**src/rtl/phy_width_ctrl.sv**
```systemverilog
// phy_width_ctrl
// Controls PHY data-bus width changes. A request is checked, the TX path is
// drained, PCLK is gated, the new divider is applied, and PCLK stays gated
// until the Bit_CLK PLL has been locked for SETTLE_CYCLES consecutive cycles.
//
// Ports
//   CLK           in   single clock, rising edge
//   Reset         in   synchronous active-high reset
//   Width_Req     in   single-cycle width-change request strobe
//   Req_Width     in   [5:0] requested width, sampled with Width_Req
//   PLL_Locked    in   Bit_CLK PLL lock status
//   TX_Idle       in   TX datapath has no word in flight
//   DataBusWidth  out  [5:0] current width (8, 16 or 32)
//   Div_Sel       out  [1:0] PCLK divider (00=/1, 01=/2, 10=/4)
//   Gate_En       out  PCLK gate enable (1 = running)
//   Width_Ack     out  one-cycle pulse on successful completion
//   Width_Err     out  one-cycle pulse on rejected or timed-out request
//   Busy          out  high whenever the FSM is not IDLE
module phy_width_ctrl #(
    parameter int unsigned SETTLE_CYCLES  = 16,
    parameter int unsigned TIMEOUT_CYCLES = 255
) (
    input  logic       CLK,
    input  logic       Reset,
    input  logic       Width_Req,
    input  logic [5:0] Req_Width,
    input  logic       PLL_Locked,
    input  logic       TX_Idle,
    output logic [5:0] DataBusWidth,
    output logic [1:0] Div_Sel,
    output logic       Gate_En,
    output logic       Width_Ack,
    output logic       Width_Err,
    output logic       Busy
);

    localparam logic [7:0] SETTLE_LIM  = SETTLE_CYCLES[7:0];
    localparam logic [7:0] TIMEOUT_LIM = TIMEOUT_CYCLES[7:0];

    typedef enum logic [1:0] {
        ST_IDLE   = 2'd0,
        ST_DRAIN  = 2'd1,
        ST_GATE   = 2'd2,
        ST_SETTLE = 2'd3
    } state_t;

    state_t     r_state;
    logic [5:0] r_req_width;
    logic [7:0] r_settle_cnt;
    logic [7:0] r_tmo_cnt;
    logic [5:0] r_width;
    logic [1:0] r_div;
    logic       r_gate;
    logic       r_ack;
    logic       r_err;
    logic       r_busy;

    state_t     w_state_nxt;
    logic [5:0] w_req_width_nxt;
    logic [7:0] w_settle_nxt;
    logic [7:0] w_tmo_nxt;
    logic [5:0] w_width_nxt;
    logic [1:0] w_div_nxt;
    logic       w_gate_nxt;
    logic       w_ack_nxt;
    logic       w_err_nxt;
    logic [7:0] w_settle_inc;
    logic [7:0] w_tmo_inc;

    function automatic logic width_valid(input logic [5:0] w);
        return (w == 6'd8) || (w == 6'd16) || (w == 6'd32);
    endfunction

    function automatic logic [1:0] div_for_width(input logic [5:0] w);
        logic [1:0] d;
        case (w)
            6'd16:   d = 2'b01;
            6'd32:   d = 2'b10;
            default: d = 2'b00;
        endcase
        return d;
    endfunction

    assign w_settle_inc = r_settle_cnt + 8'd1;
    assign w_tmo_inc    = r_tmo_cnt + 8'd1;

    // Next-state and next-output decode; every output is registered below.
    always_comb begin
        w_state_nxt     = r_state;
        w_req_width_nxt = r_req_width;
        w_settle_nxt    = r_settle_cnt;
        w_tmo_nxt       = r_tmo_cnt;
        w_width_nxt     = r_width;
        w_div_nxt       = r_div;
        w_gate_nxt      = r_gate;
        w_ack_nxt       = 1'b0;
        w_err_nxt       = 1'b0;
        case (r_state)
            ST_IDLE: begin
                if (Width_Req) begin
                    if (!width_valid(Req_Width) || !PLL_Locked) begin
                        w_err_nxt = 1'b1;
                    end else if (Req_Width == r_width) begin
                        w_ack_nxt  = 1'b1;
                        w_gate_nxt = 1'b1;
                    end else begin
                        w_req_width_nxt = Req_Width;
                        w_tmo_nxt       = 8'd0;
                        w_state_nxt     = ST_DRAIN;
                    end
                end else begin
                    w_state_nxt = ST_IDLE;
                end
            end
            ST_DRAIN: begin
                if (TX_Idle) begin
                    w_gate_nxt  = 1'b0;
                    w_state_nxt = ST_GATE;
                end else if (w_tmo_inc == TIMEOUT_LIM) begin
                    // Give up: configuration is left exactly as it was.
                    w_tmo_nxt   = w_tmo_inc;
                    w_err_nxt   = 1'b1;
                    w_state_nxt = ST_IDLE;
                end else begin
                    w_tmo_nxt = w_tmo_inc;
                end
            end
            ST_GATE: begin
                // PCLK is stopped, so the divider can change glitch-free here.
                w_width_nxt  = r_req_width;
                w_div_nxt    = div_for_width(r_req_width);
                w_settle_nxt = 8'd0;
                w_state_nxt  = ST_SETTLE;
            end
            ST_SETTLE: begin
                // Lock must be continuous; any unlocked cycle restarts the count.
                if (!PLL_Locked) begin
                    w_settle_nxt = 8'd0;
                end else if (w_settle_inc == SETTLE_LIM) begin
                    w_settle_nxt = w_settle_inc;
                    w_gate_nxt   = 1'b1;
                    w_ack_nxt    = 1'b1;
                    w_state_nxt  = ST_IDLE;
                end else begin
                    w_settle_nxt = w_settle_inc;
                end
            end
            default: begin
                w_gate_nxt  = 1'b1;
                w_state_nxt = ST_IDLE;
            end
        endcase
    end

    // State and registered-output update with synchronous reset.
    always_ff @(posedge CLK) begin
        if (Reset) begin
            r_state      <= ST_IDLE;
            r_req_width  <= 6'd8;
            r_settle_cnt <= 8'd0;
            r_tmo_cnt    <= 8'd0;
            r_width      <= 6'd8;
            r_div        <= 2'b00;
            r_gate       <= 1'b1;
            r_ack        <= 1'b0;
            r_err        <= 1'b0;
            r_busy       <= 1'b0;
        end else begin
            r_state      <= w_state_nxt;
            r_req_width  <= w_req_width_nxt;
            r_settle_cnt <= w_settle_nxt;
            r_tmo_cnt    <= w_tmo_nxt;
            r_width      <= w_width_nxt;
            r_div        <= w_div_nxt;
            r_gate       <= w_gate_nxt;
            r_ack        <= w_ack_nxt;
            r_err        <= w_err_nxt;
            r_busy       <= (w_state_nxt != ST_IDLE);
        end
    end

    assign DataBusWidth = r_width;
    assign Div_Sel      = r_div;
    assign Gate_En      = r_gate;
    assign Width_Ack    = r_ack;
    assign Width_Err    = r_err;
    assign Busy         = r_busy;

endmodule

```
**config.mk**
```make
export PLATFORM = sky130hd
export DESIGN_NAME = phy_width_ctrl
export DESIGN_NICKNAME = d
export VERILOG_FILES = /design/src/rtl/phy_width_ctrl.sv
export SDC_FILE = /design/constraint.sdc
export NUM_CORES = 1
export LEC_CHECK = 0
export BUFFER_PORTS_ARGS = -buffer_cell sky130_fd_sc_hd__buf_2
export CAP_MARGIN = 5
export CORE_MARGIN = 10
export CORE_UTILIZATION = 30
export DETAILED_ROUTE_END_ITERATION = 16
export HOLD_SLACK_MARGIN = 0.1
export PLACE_DENSITY_LB_ADDON = 0.3
export SLEW_MARGIN = 20
export SYNTH_ARGS = -nofsm -noshare
export SYNTH_HDL_FRONTEND = slang
export SYNTH_SLANG_ARGS = --single-unit
export TNS_END_PERCENT = 50
```
**constraint.sdc**
```tcl
create_clock -name CLK -period 4.47 [get_ports CLK]
set_clock_uncertainty 0.1 [all_clocks]
set_input_delay 0.447 -clock CLK [delete_from_list [all_inputs] [get_ports CLK]]
set_output_delay 0.447 -clock CLK [all_outputs]
set_load 0.01 [all_outputs]
```
==> reports/results.txt, run 1 <==
Reg2Reg Launch Point = r_state[1]$_SDFF_PP0_
Worst Hold Depth = 2
Max clock buf depth = 2
Synth Area in Adders = 4.97%
Power per cell area = 277 nW/µm²
Routed Antenna Nets = 0
Tot Pwr = 634 µW
Number of global-route vias before repair = 1702
Critical path buffers and inverters = 1
Yosys top cell by area = dfxtp_1
Hold Path Origin = Req_Width[3]
Die H = 102 µm
Critical path, cell by cell = inv_1, ha_1, nor2b_1, nor2b_1, a31o_2, a41oi_1, a311oi_1
Post-CTS setup buffer count = 0
Status = finished clean
Syn avg cell area = 8.42 µm²
Num CTS Buffers = 5
WL per Instance = 14.3 µm
Syn_nets = 258
Netlist cell types = 52
Sum Neg Setup Slack = 0 ns
Worst Setup Path Type = reg -> reg
Sequential power share = 50.7%
Setup crit end kind = flop
Largest net degree at the start of global routing = 34
Root Buffer = clkbuf_8
Die ar. = 10400 µm²
Post-Route WL = 4810 µm
Largest family of logic cells by synthesized area = simple AND/OR/NAND/NOR gates
Total track usage = 9.58%
Dpl cell area = 2180 µm²
Top cells by area, synth = dfxtp_1 (36%), a21oi_1 (5.0%), ha_1 (5.0%)
Most common cell in the netlist = dfxtp_1
Worst reg-to-reg path cell count = 7
Avg Vias per Cell = 5.29
Clock Power Share = 45.4%
Seq/Total Area, Yosys = 35.8%
Reg2reg end = r_tmo_cnt[6]$_SDFFE_PP0P_
Synthesis-stage register bit count = 36
CTS tree = built
Max-cap violations = 0
I/O Buffers = 22
CP max stage cell = ha_1
Core Region = 6420 µm²
Worst EP required = 4.57 ns
Post-synth top cells = dfxtp_1 (36), nor2_1 (24), a21oi_1 (20)
DR vias = 1776
GR Overflow Total = 0
Post-CTS Hold Fix Bufs = 0
Register area = 721 µm²
Area grow syn2layout = 13.7%
Footprint of the multi-input gates = 1230 µm²
CTS H-tree depth = 2
Dpl hpwl = 3430 µm
Synthesis Warnings = 0
Fin crit share = 52.0%
# clock sinks = 36
Num ports = 23
Maximum vdd ir drop = 0.168 mV
Net switching power = 140 µW
Worst Hold Path EP = r_req_width[3]$_SDFFE_PP1P_
Xor and xnor area share after synthesis = 3.05%
Worst reg2reg setup slack = 2.15 ns
Net Sw Frac = 22.0%
CTS resizes = 0
Main synth FF type = dfxtp_1
Worst-path fanout max = 12
FILL cells = 663
Initial antenna violation count = 0
Number of flops mapped to enable cells by yosys = 0
Crit path DAT = 2.42 ns
Reg clk slew, reported paths = 0.08 ns
# nets final = 277
Clock Latency Late Sink = 0.29 ns
Placer Congestion = 0.813
Layout cells sized above 1 = 15.8%
Critical Path Most Common Cell = nor2b_1
Async SR Flop Fraction = 0%
Mapped Area = 2010 µm²
DRC = 0
Number of diodes = 0
Mux contribution to synthesized area = 4.04%
Die width = 102 µm
Final worst path period need = 2.32 ns
Int Power = 495 µW
Core Rows = 29
CP delay by family, top = compound AO/OA/AOI/OAI gates
Synth Area in Compound Gates = 22.7%
Synth top area share = 35.8%
Cell area after layout = 2290 µm²
Initial core utilization = 31.3%
Drt first pass iters = 4
Crit start category = flop
Worst-Margin Slew = 0.663 ns
Leak pwr = 0.846 nW
Max-slew violations = 0
Max Freq = 430 MHz
Finished Core Util = 35.7%
1st-iter DRT viols = 80
First-pass GRT wire length = 8170 µm
Worst path max stage delay = 0.41 ns
# setup viols final = 0
Cells after synthesis = 239
Max_slew headroom = 55.8%
RSZ-0062 raised after global routing = false
HP Class = in -> reg
Post-synthesis simple-gate area fraction = 26.3%
Logic pwr share = 3.9%
Final hold vios = 0
area by class of cell:
type / count / share of cell area [%]
inverters: 6 / 0.984
well taps: 77 / 4.21
multi-input cells: 187 / 53.7
flip-flops and latches: 36 / 31.5
clock buffers: 5 / 3.01
repair buffers: 22 / 4.81
clock inverters: 3 / 1.86
cells by family after synthesis:
kind of cell / count (synthesis)
DFF: 36
xor gates and xnor gates: 7
adders and majority gates: 8
AOI/OAI and AO/OA: 68
buffers and inverters: 16
and+or+nand+nor: 96
muxes: 8
state kept, by name (all words and copies together), names as in the netlist:
name,count
r_settle_cnt,8
r_tmo_cnt,8
DataBusWidth,6
r_req_width,6
Div_Sel,2
r_state,2
Busy,1
Gate_En,1
Width_Ack,1
Width_Err,1
routing by layer:
| layer | routed length (µm) | GRT usage (%) | vias up |
|---|---|---|---|
| li1 | - | - | 911 |
| met5 | 0 | 0 | - |
| met4 | 44 | 3.47 | 0 |
| met2 | 2020 | 14.1 | 41 |
| met3 | 324 | 3.04 | 5 |
| met1 | 2420 | 12.8 | 819 |
worst register-to-register path, delay by kind of cell, from the launching register on:
family / cells / cell delay [ns]
AOI/OAI and AO/OA: 3 / 0.63
and+or+nand+nor: 2 / 0.57
adders and majority gates: 1 / 0.41
DFF: 1 / 0.38
buffers and inverters: 1 / 0.13
placed cells by master (no fill, tap or decap), types with 7 or more instances in the layout:
cell type	synthesis	routed
xor2_1	7	7
nand2b_1	7	7
dfxtp_1	36	36
buf_2	3	22
o21ai_0	13	13
nor2b_1	7	7
a21oi_1	20	20
mux2i_1	7	7
nor2_1	24	24
nand3_1	8	8
nand2_1	17	17
ha_1	8	8
power groups by stage:
stage | Combinational, mW | Sequential [mW] | Clock, mW
finish | 0.0247 | 0.322 | 0.288
CTS | 0.0248 | 0.322 | 0.296
global route | 0.0274 | 0.322 | 0.310
floorplan | 0.0124 | 0.330 | 0
global placement | 0.0247 | 0.329 | 0
detailed placement | 0.0246 | 0.329 | 0
worst max path at each step:
stage | from | end | cells past startpoint
global route | r_state[1]$_SDFF_PP0_ | r_tmo_cnt[6]$_SDFFE_PP0P_ | 7
global placement | Req_Width[0] | r_req_width[3]$_SDFFE_PP1P_ | 7
finish | r_state[1]$_SDFF_PP0_ | r_tmo_cnt[6]$_SDFFE_PP0P_ | 7
detailed placement | Req_Width[0] | r_tmo_cnt[6]$_SDFFE_PP0P_ | 7
floorplan | Req_Width[0] | r_req_width[3]$_SDFFE_PP1P_ | 6
CTS | r_state[1]$_SDFF_PP0_ | r_tmo_cnt[6]$_SDFFE_PP0P_ | 7
through the flow:
step	hold WS [ns]	cells	setup WS, ns
global placement	0.358	328	2.18
detailed placement	0.360	328	2.10
finish	0.337	336	2.15
CTS	0.328	336	2.14
global route	0.338	336	1.93
floorplan	0.353	239	2.52
(Power assumes the default switching activity.)
==> inputs of run 2 (changes only) <==
Settings changed: ABC_AREA set to 1.
Clock period 4.47 ns to 2.1 ns, I/O delays scaled along.
==> run 2 against run 1 <==
Effect of this change: clock-buffer cell count is the same; area after synthesis grew 6.7%; cell area grew 6.5%; synthesized cell count grew 30%; critical endpoint unchanged.
==> reports/results.txt, run 2 <==
Crit start category = flop (unchanged)
Drt first pass iters = 4 (unchanged)
Most common cell after layout, fill and taps aside = nand2_1 (was dfxtp_1)
Root Buffer = clkbuf_8 (unchanged)
Register area = 723 µm² (was 721 µm²)
Total track usage = 9.04% (was 9.58%)
Core Rows = 30 (was 29)
Most common cell in the netlist = nand2_1 (was dfxtp_1)
Number of global-route vias before repair = 1742 (was 1702)
Num CTS Buffers = 5 (unchanged)
Mapped Area = 2150 µm² (was 2010 µm²)
Leak pwr = 1.08 nW (was 0.846 nW)
Largest regs = r_settle_cnt (8), r_tmo_cnt (8) (unchanged)
# nets final = 356 (was 277)
Layout cells sized above 1 = 21.6% (was 15.8%)
Initial core utilization = 31.3% (about the same)
Final hold vios = 0 (unchanged)
Cells after synthesis = 311 (was 239)
DR top layer = met4 (unchanged)
Reg clk slew, reported paths = 0.08 ns (about the same)
Routed length on met2 = 2090 µm (was 2020 µm)
Final WS setup = 0.202 ns (was 2.15 ns)
Post-route insts no fill = 434 (was 336)
Net switching power = 319 µW (was 140 µW)
Worst path max stage delay = 0.36 ns (was 0.41 ns)
Metal3 WL = 248 µm (was 324 µm)
Setup crit end kind = flop (unchanged)
WL per Instance = 11.3 µm (was 14.3 µm)
Async SR Flop Fraction = 0% (unchanged)
Fin crit share = 90.4% (was 52.0%)
Worst-Margin Slew = 0.465 ns (was 0.663 ns)
Footprint of the multi-input gates = 1190 µm² (was 1230 µm²)
Metal-1 WL = 2480 µm (was 2420 µm)
Number of flops mapped to enable cells by yosys = 0 (unchanged)
Placed cell count = 426 (was 328)
Core Region = 6870 µm² (was 6420 µm²)
Status = finished clean (unchanged)
Sequential power share = 54.6% (was 50.7%)
Critical path, cell by cell = inv_1, ha_1, inv_1, a21oi_4, nand3_4, o21ai_2, nor2_2 (was inv_1, ha_1, nor2b_1, nor2b_1, a31o_2, a41oi_1, a311oi_1)
Synthesis-stage register bit count = 36 (unchanged)
Top cells by area, synth = dfxtp_1 (34%), nand2_1 (15%), inv_1 (7.5%) (was dfxtp_1 (36%), a21oi_1 (5.0%), ha_1 (5.0%))
Power per cell area = 518 nW/µm² (was 277 nW/µm²)
Max Freq = 527 MHz (was 430 MHz)
Die H = 105 µm (was 102 µm)
Pre-CTS WS = 0.211 ns (was 2.10 ns)
Main synth FF type = dfxtp_1 (unchanged)
# setup viols final = 0 (unchanged)
Post-Route WL = 4890 µm (was 4810 µm)
Avg Vias per Cell = 4.42 (was 5.29)
HP Class = in -> reg (unchanged)
Maximum vdd ir drop = 0.301 mV (was 0.168 mV)
Crit path DAT = 1.98 ns (was 2.42 ns)
FILL cells = 758 (was 663)
Max clock buf depth = 2 (unchanged)
Seq/Total Area, Yosys = 33.6% (was 35.8%)
Most frequent cells in the layout = nand2_1 (83), inv_1 (43), dfxtp_1 (34) (was dfxtp_1 (36), nor2_1 (24), buf_2 (22))
Netlist cell types = 36 (was 52)
Max-cap violations = 0 (unchanged)
I/O Buffers = 22 (unchanged)
Logic pwr share = 6.1% (was 3.9%)
Syn_nets = 330 (was 258)
Critical Path Most Common Cell = inv_1 (was nor2b_1)
# clock sinks = 36 (unchanged)
Syn avg cell area = 6.90 µm² (was 8.42 µm²)
Max-slew violations = 0 (unchanged)
Placer Congestion = 0.848 (was 0.813)
Number of diodes = 0 (unchanged)
Area grow syn2layout = 13.6% (was 13.7%)
CP max stage cell = dfxtp_1 (was ha_1)
Num ports = 23 (unchanged)
Final worst path period need = 1.90 ns (was 2.32 ns)
Worst-path fanout max = 15 (was 12)
Post-CTS setup buffer count = 0 (unchanged)
Synth top area share = 33.6% (was 35.8%)
RSZ-0062 raised after global routing = false (unchanged)
Die width = 105 µm (was 102 µm)
Int Power = 944 µW (was 495 µW)
Dpl hpwl = 3730 µm (was 3430 µm)
Synthesis Warnings = 0 (unchanged)
Largest net degree at the start of global routing = 24 (was 34)
Net Sw Frac = 25.2% (was 22.0%)
Post-synth top cells = nand2_1 (83), inv_1 (43), dfxtp_1 (36) (was dfxtp_1 (36), nor2_1 (24), a21oi_1 (20))
GR Overflow Total = 0 (unchanged)
Worst EP required = 2.18 ns (was 4.57 ns)
Die ar. = 10900 µm² (was 10400 µm²)
Clock Latency Late Sink = 0.29 ns (about the same)
CTS H-tree depth = 2 (unchanged)
Sum Neg Setup Slack = 0 ns (unchanged)
Initial antenna violation count = 0 (unchanged)
Worst Setup Path Type = reg -> reg (unchanged)
1st-iter DRT viols = 79 (was 80)
Routed Antenna Nets = 0 (unchanged)
Max_slew headroom = 69.0% (was 55.8%)
DRC = 0 (unchanged)
First-pass GRT wire length = 8350 µm (was 8170 µm)
Clock Power Share = 39.3% (was 45.4%)
CTS tree = built (unchanged)
Yosys top cell by area = dfxtp_1 (unchanged)
DR vias = 1917 (was 1776)
## run 2: path summary, 6_finish.rpt
kind                                            start                      endpoint  slack, ns  depth (start not counted)
worst max-delay path            r_state[0]$_SDFF_PP0_     r_tmo_cnt[6]$_SDFFE_PP0P_       0.20                          7
worst min-delay path                       PLL_Locked  r_settle_cnt[0]$_SDFFE_PP0P_       0.11                          3
worst max register to register  r_state[0]$_SDFF_PP0_     r_tmo_cnt[6]$_SDFFE_PP0P_       0.20                          7
worst min register to register   Gate_En$_SDFFE_PP1P_          Gate_En$_SDFFE_PP1P_       0.36                          2
## run 2: metrics by stage
stage	utilization, %	power, mW	cell area, µm²	hold WS, ns
after floorplan	-	0.759	2150	0.186
after global placement	34.2	0.784	2350	0.342
after detailed placement	34.2	0.784	2350	0.350
after CTS	35.4	1.28	2430	0.104
after global routing	35.5	1.32	2440	0.126
final	35.5	1.26	2440	0.106
## run 2: power groups by stage
stage | sequential (mW) | combinational [mW] | clock [mW]
global placement | 0.706 | 0.0779 | 0
finish | 0.690 | 0.0773 | 0.496
CTS | 0.690 | 0.0781 | 0.516
detailed placement | 0.706 | 0.0779 | 0
floorplan | 0.706 | 0.0527 | 0
global route | 0.691 | 0.0863 | 0.546
## run 2: final cells by class
| cell class | instances | share of cell area, % |
|---|---|---|
| multi-input cells | 221 | 49.0 |
| flip-flops and latches | 36 | 29.7 |
| inverters | 48 | 7.39 |
| repair buffers | 25 | 5.44 |
| well taps | 96 | 4.93 |
| clock buffers | 5 | 2.82 |
| clock inverters | 3 | 0.770 |
## run 2: cell families (layout without fill, tap and decap cells)
family	after synthesis	in the layout	share of synthesized area [%]
AO/OA/AOI/OAI	45	45	13.2
XOR/XNOR	5	5	2.04
adder cells (fa/ha/maj)	8	8	4.66
buffers and inverters	54	81	10.9
flip-flops	36	36	33.6
AND/OR/NAND/NOR	163	163	35.7
## run 2: per-layer routing
layer  up-vias  track usage [%]
li1       1029                -
met1       842             12.1
met2        42             13.3
met3         4             2.52
met4         0             3.82
met5         -                0
## run 2: repair_timing
action | CTS | global route
hold buffers | 0 | 0
setup endpoints to repair | 0 | 3
gates resized for setup | 0 | 3
hold endpoints to repair | 0 | 0
## run 2: worst max-delay path, delay by kind of cell, from the launching register on
family                   cells  cell delay (ns)
AND/OR/NAND/NOR              2             0.29
adder cells (fa/ha/maj)      1             0.33
flip-flops                   1             0.36
buffers and inverters        2             0.31
AO/OA/AOI/OAI                2             0.42
==> inputs of run 3 (changes only) <==
==> constraint.sdc (replaced) <==
create_clock -name CLK -period 2.1 [get_ports CLK]
set_clock_uncertainty 0.1 [all_clocks]
set_input_delay 0.42 -clock CLK [delete_from_list [all_inputs] [get_ports CLK]]
set_output_delay 0.42 -clock CLK [all_outputs]
set_load 0.01 [all_outputs]
==> run 3 against run 2 <==
Effect of this change: maximum frequency rose by 1.2%; worst hold slack gained 0.22 ns; total power increased by 9.1%; flip-flop and latch count stayed put; cell area rose by 1.6%; register-to-register slack better by 0.02 ns; clock-buffer cell count grew 1; combinational power fell by 0.8%; die area unchanged; global-route usage up 0.36 points; highest routed layer unchanged.
==> reports/results.txt, run 3 (same netlist as run 2, synthesis figures left out) <==
Status = finished clean (unchanged)
Finished Core Util = 36.1% (was 35.5%)
DRC = 0 (unchanged)
Leak pwr = 1.10 nW (was 1.08 nW)
Root Buffer = clkbuf_8 (unchanged)
Worst Setup Path Type = reg -> reg (unchanged)
Max clock buf depth = 2 (unchanged)
Cell area after layout = 2480 µm² (was 2440 µm²)
Reg clk slew, reported paths = 0.08 ns (about the same)
Crit path DAT = 1.94 ns (was 1.98 ns)
Tot Pwr = 1.38 mW (was 1.26 mW)
First-pass GRT wire length = 8700 µm (was 8350 µm)
I/O Buffers = 22 (unchanged)
Routed length on met2 = 2220 µm (was 2090 µm)
Fin crit share = 89.3% (was 90.4%)
Number of global-route vias before repair = 1895 (was 1742)
Sum Neg Setup Slack = 0 ns (unchanged)
Max-cap violations = 0 (unchanged)
Reg2Reg Launch Point = r_state[0]$_SDFF_PP0_ (unchanged)
Worst-Margin Slew = 0.471 ns (was 0.465 ns)
Number of diodes = 0 (unchanged)
Critical path, cell by cell = inv_1, ha_1, inv_1, a21oi_4, nand3_4, o21ai_2, nor2_2 (unchanged)
Hold Path Origin = PLL_Locked (unchanged)
Final hold vios = 0 (unchanged)
DR top layer = met4 (unchanged)
FILL cells = 757 (was 758)
Num ports = 23 (unchanged)
Worst path max stage delay = 0.37 ns (was 0.36 ns)
Critical Path Start = r_state[0]$_SDFF_PP0_ (unchanged)
Worst Hold Depth = 3 (unchanged)
Final worst path period need = 1.88 ns (was 1.90 ns)
# clock sinks = 36 (unchanged)
Setup crit end kind = flop (unchanged)
Maximum vdd ir drop = 0.304 mV (was 0.301 mV)
# nets final = 358 (was 356)
CP delay by family, top = compound AO/OA/AOI/OAI gates (unchanged)
Critical Path Most Common Cell = inv_1 (unchanged)
HP Class = in -> reg (unchanged)
Max-slew violations = 0 (unchanged)
# setup viols final = 0 (unchanged)
Dpl hpwl = 3830 µm (was 3730 µm)
Post-Route WL = 4990 µm (was 4890 µm)
Area grow syn2layout = 15.4% (was 13.6%)
Post-CTS setup buffer count = 0 (unchanged)
CP Depth = 7 (unchanged)
1st-iter DRT viols = 63 (was 79)
DR vias = 1926 (was 1917)
Max Freq = 533 MHz (was 527 MHz)
Placer Congestion = 0.825 (was 0.848)
Clock Latency Late Sink = 0.29 ns (about the same)
Largest regs = r_settle_cnt (8), r_tmo_cnt (8) (unchanged)
Die width = 105 µm (unchanged)
Most frequent cells in the layout = nand2_1 (83), inv_1 (43), dfxtp_1 (34) (unchanged)
Avg Vias per Cell = 4.42 (about the same)
Most common cell after layout, fill and taps aside = nand2_1 (unchanged)
Worst-path fanout max = 15 (unchanged)
WL per Instance = 11.4 µm (was 11.3 µm)
Num CTS Buffers = 5 (unchanged)
Routed Antenna Nets = 0 (unchanged)
CTS tree = built (unchanged)
Power per cell area = 556 nW/µm² (was 518 nW/µm²)
Die H = 105 µm (unchanged)
Worst EP required = 2.17 ns (was 2.18 ns)
GR Overflow Total = 0 (unchanged)
Largest net degree at the start of global routing = 24 (unchanged)
Die ar. = 10900 µm² (unchanged)
Metal3 WL = 159 µm (was 248 µm)
RSZ-0062 raised after global routing = false (unchanged)
Max_slew headroom = 68.6% (was 69.0%)
CTS H-tree depth = 2 (unchanged)
Metal-1 WL = 2530 µm (was 2480 µm)
Total track usage = 9.41% (was 9.04%)
Initial core utilization = 31.3% (unchanged)
Dpl cell area = 2360 µm² (was 2350 µm²)
Crit start category = flop (unchanged)
Layout cells sized above 1 = 22.1% (was 21.6%)
Core Rows = 30 (unchanged)
CP max stage cell = dfxtp_1 (unchanged)
Initial antenna violation count = 0 (unchanged)
Drt first pass iters = 4 (unchanged)
Core Region = 6870 µm² (unchanged)
Worst reg-to-reg path cell count = 7 (unchanged)
Critical path buffers and inverters = 2 (unchanged)
run 3: power breakdown:
group	internal, mW	leakage, nW	switching [mW]	total [mW]
sequential	0.687	0.291	0.00331	0.690
clock	0.353	0.0552	0.259	0.612
combinational	0.0265	0.752	0.0502	0.0767
run 3: metrics by stage:
stage	instances	hold slack (ns)	setup slack (ns)
floorplan	311	0.336	0.425
global placement	428	0.342	0.210
detailed placement	428	0.364	0.174
CTS	436	0.318	0.148
global route	436	0.334	0.00596
finish	436	0.331	0.225
run 3: final timing paths:
| check | to | slack, ns |
|---|---|---|
| max | r_tmo_cnt[3]$_SDFFE_PP0P_ | 0.22 |
| min | r_settle_cnt[0]$_SDFFE_PP0P_ | 0.33 |
| max reg2reg | r_tmo_cnt[3]$_SDFFE_PP0P_ | 0.22 |
| min reg2reg | Gate_En$_SDFFE_PP1P_ | 0.37 |
run 3: area by class of cell:
type | instances | area [µm²] | share of cell area [%]
Sequential cell | 36 | 723 | 29.2
Clock inverter | 2 | 35.0 | 1.41
Timing Repair Buffer | 27 | 148 | 5.96
Multi-Input combinational cell | 221 | 1200 | 48.4
Tap cell | 96 | 120 | 4.85
Clock buffer | 6 | 72.6 | 2.93
Inverter | 48 | 180 | 7.27
run 3: tightest hold or removal path: stages:
cell     delay [ns]
buf_2          0.12
nand2_1        0.07
a21oi_1        0.06
run 3: routing by layer:
| metal | up-vias | GRT usage (%) |
|---|---|---|
| li1 | 1033 | - |
| met1 | 860 | 11.9 |
| met2 | 29 | 14.8 |
| met3 | 4 | 2.09 |
| met4 | 0 | 4.51 |
| met5 | - | 0 |
run 3: timing repair:
item	CTS	global route
hold buffers	0	0
gates resized for setup	0	4
endpoints found under the setup margin	0	3
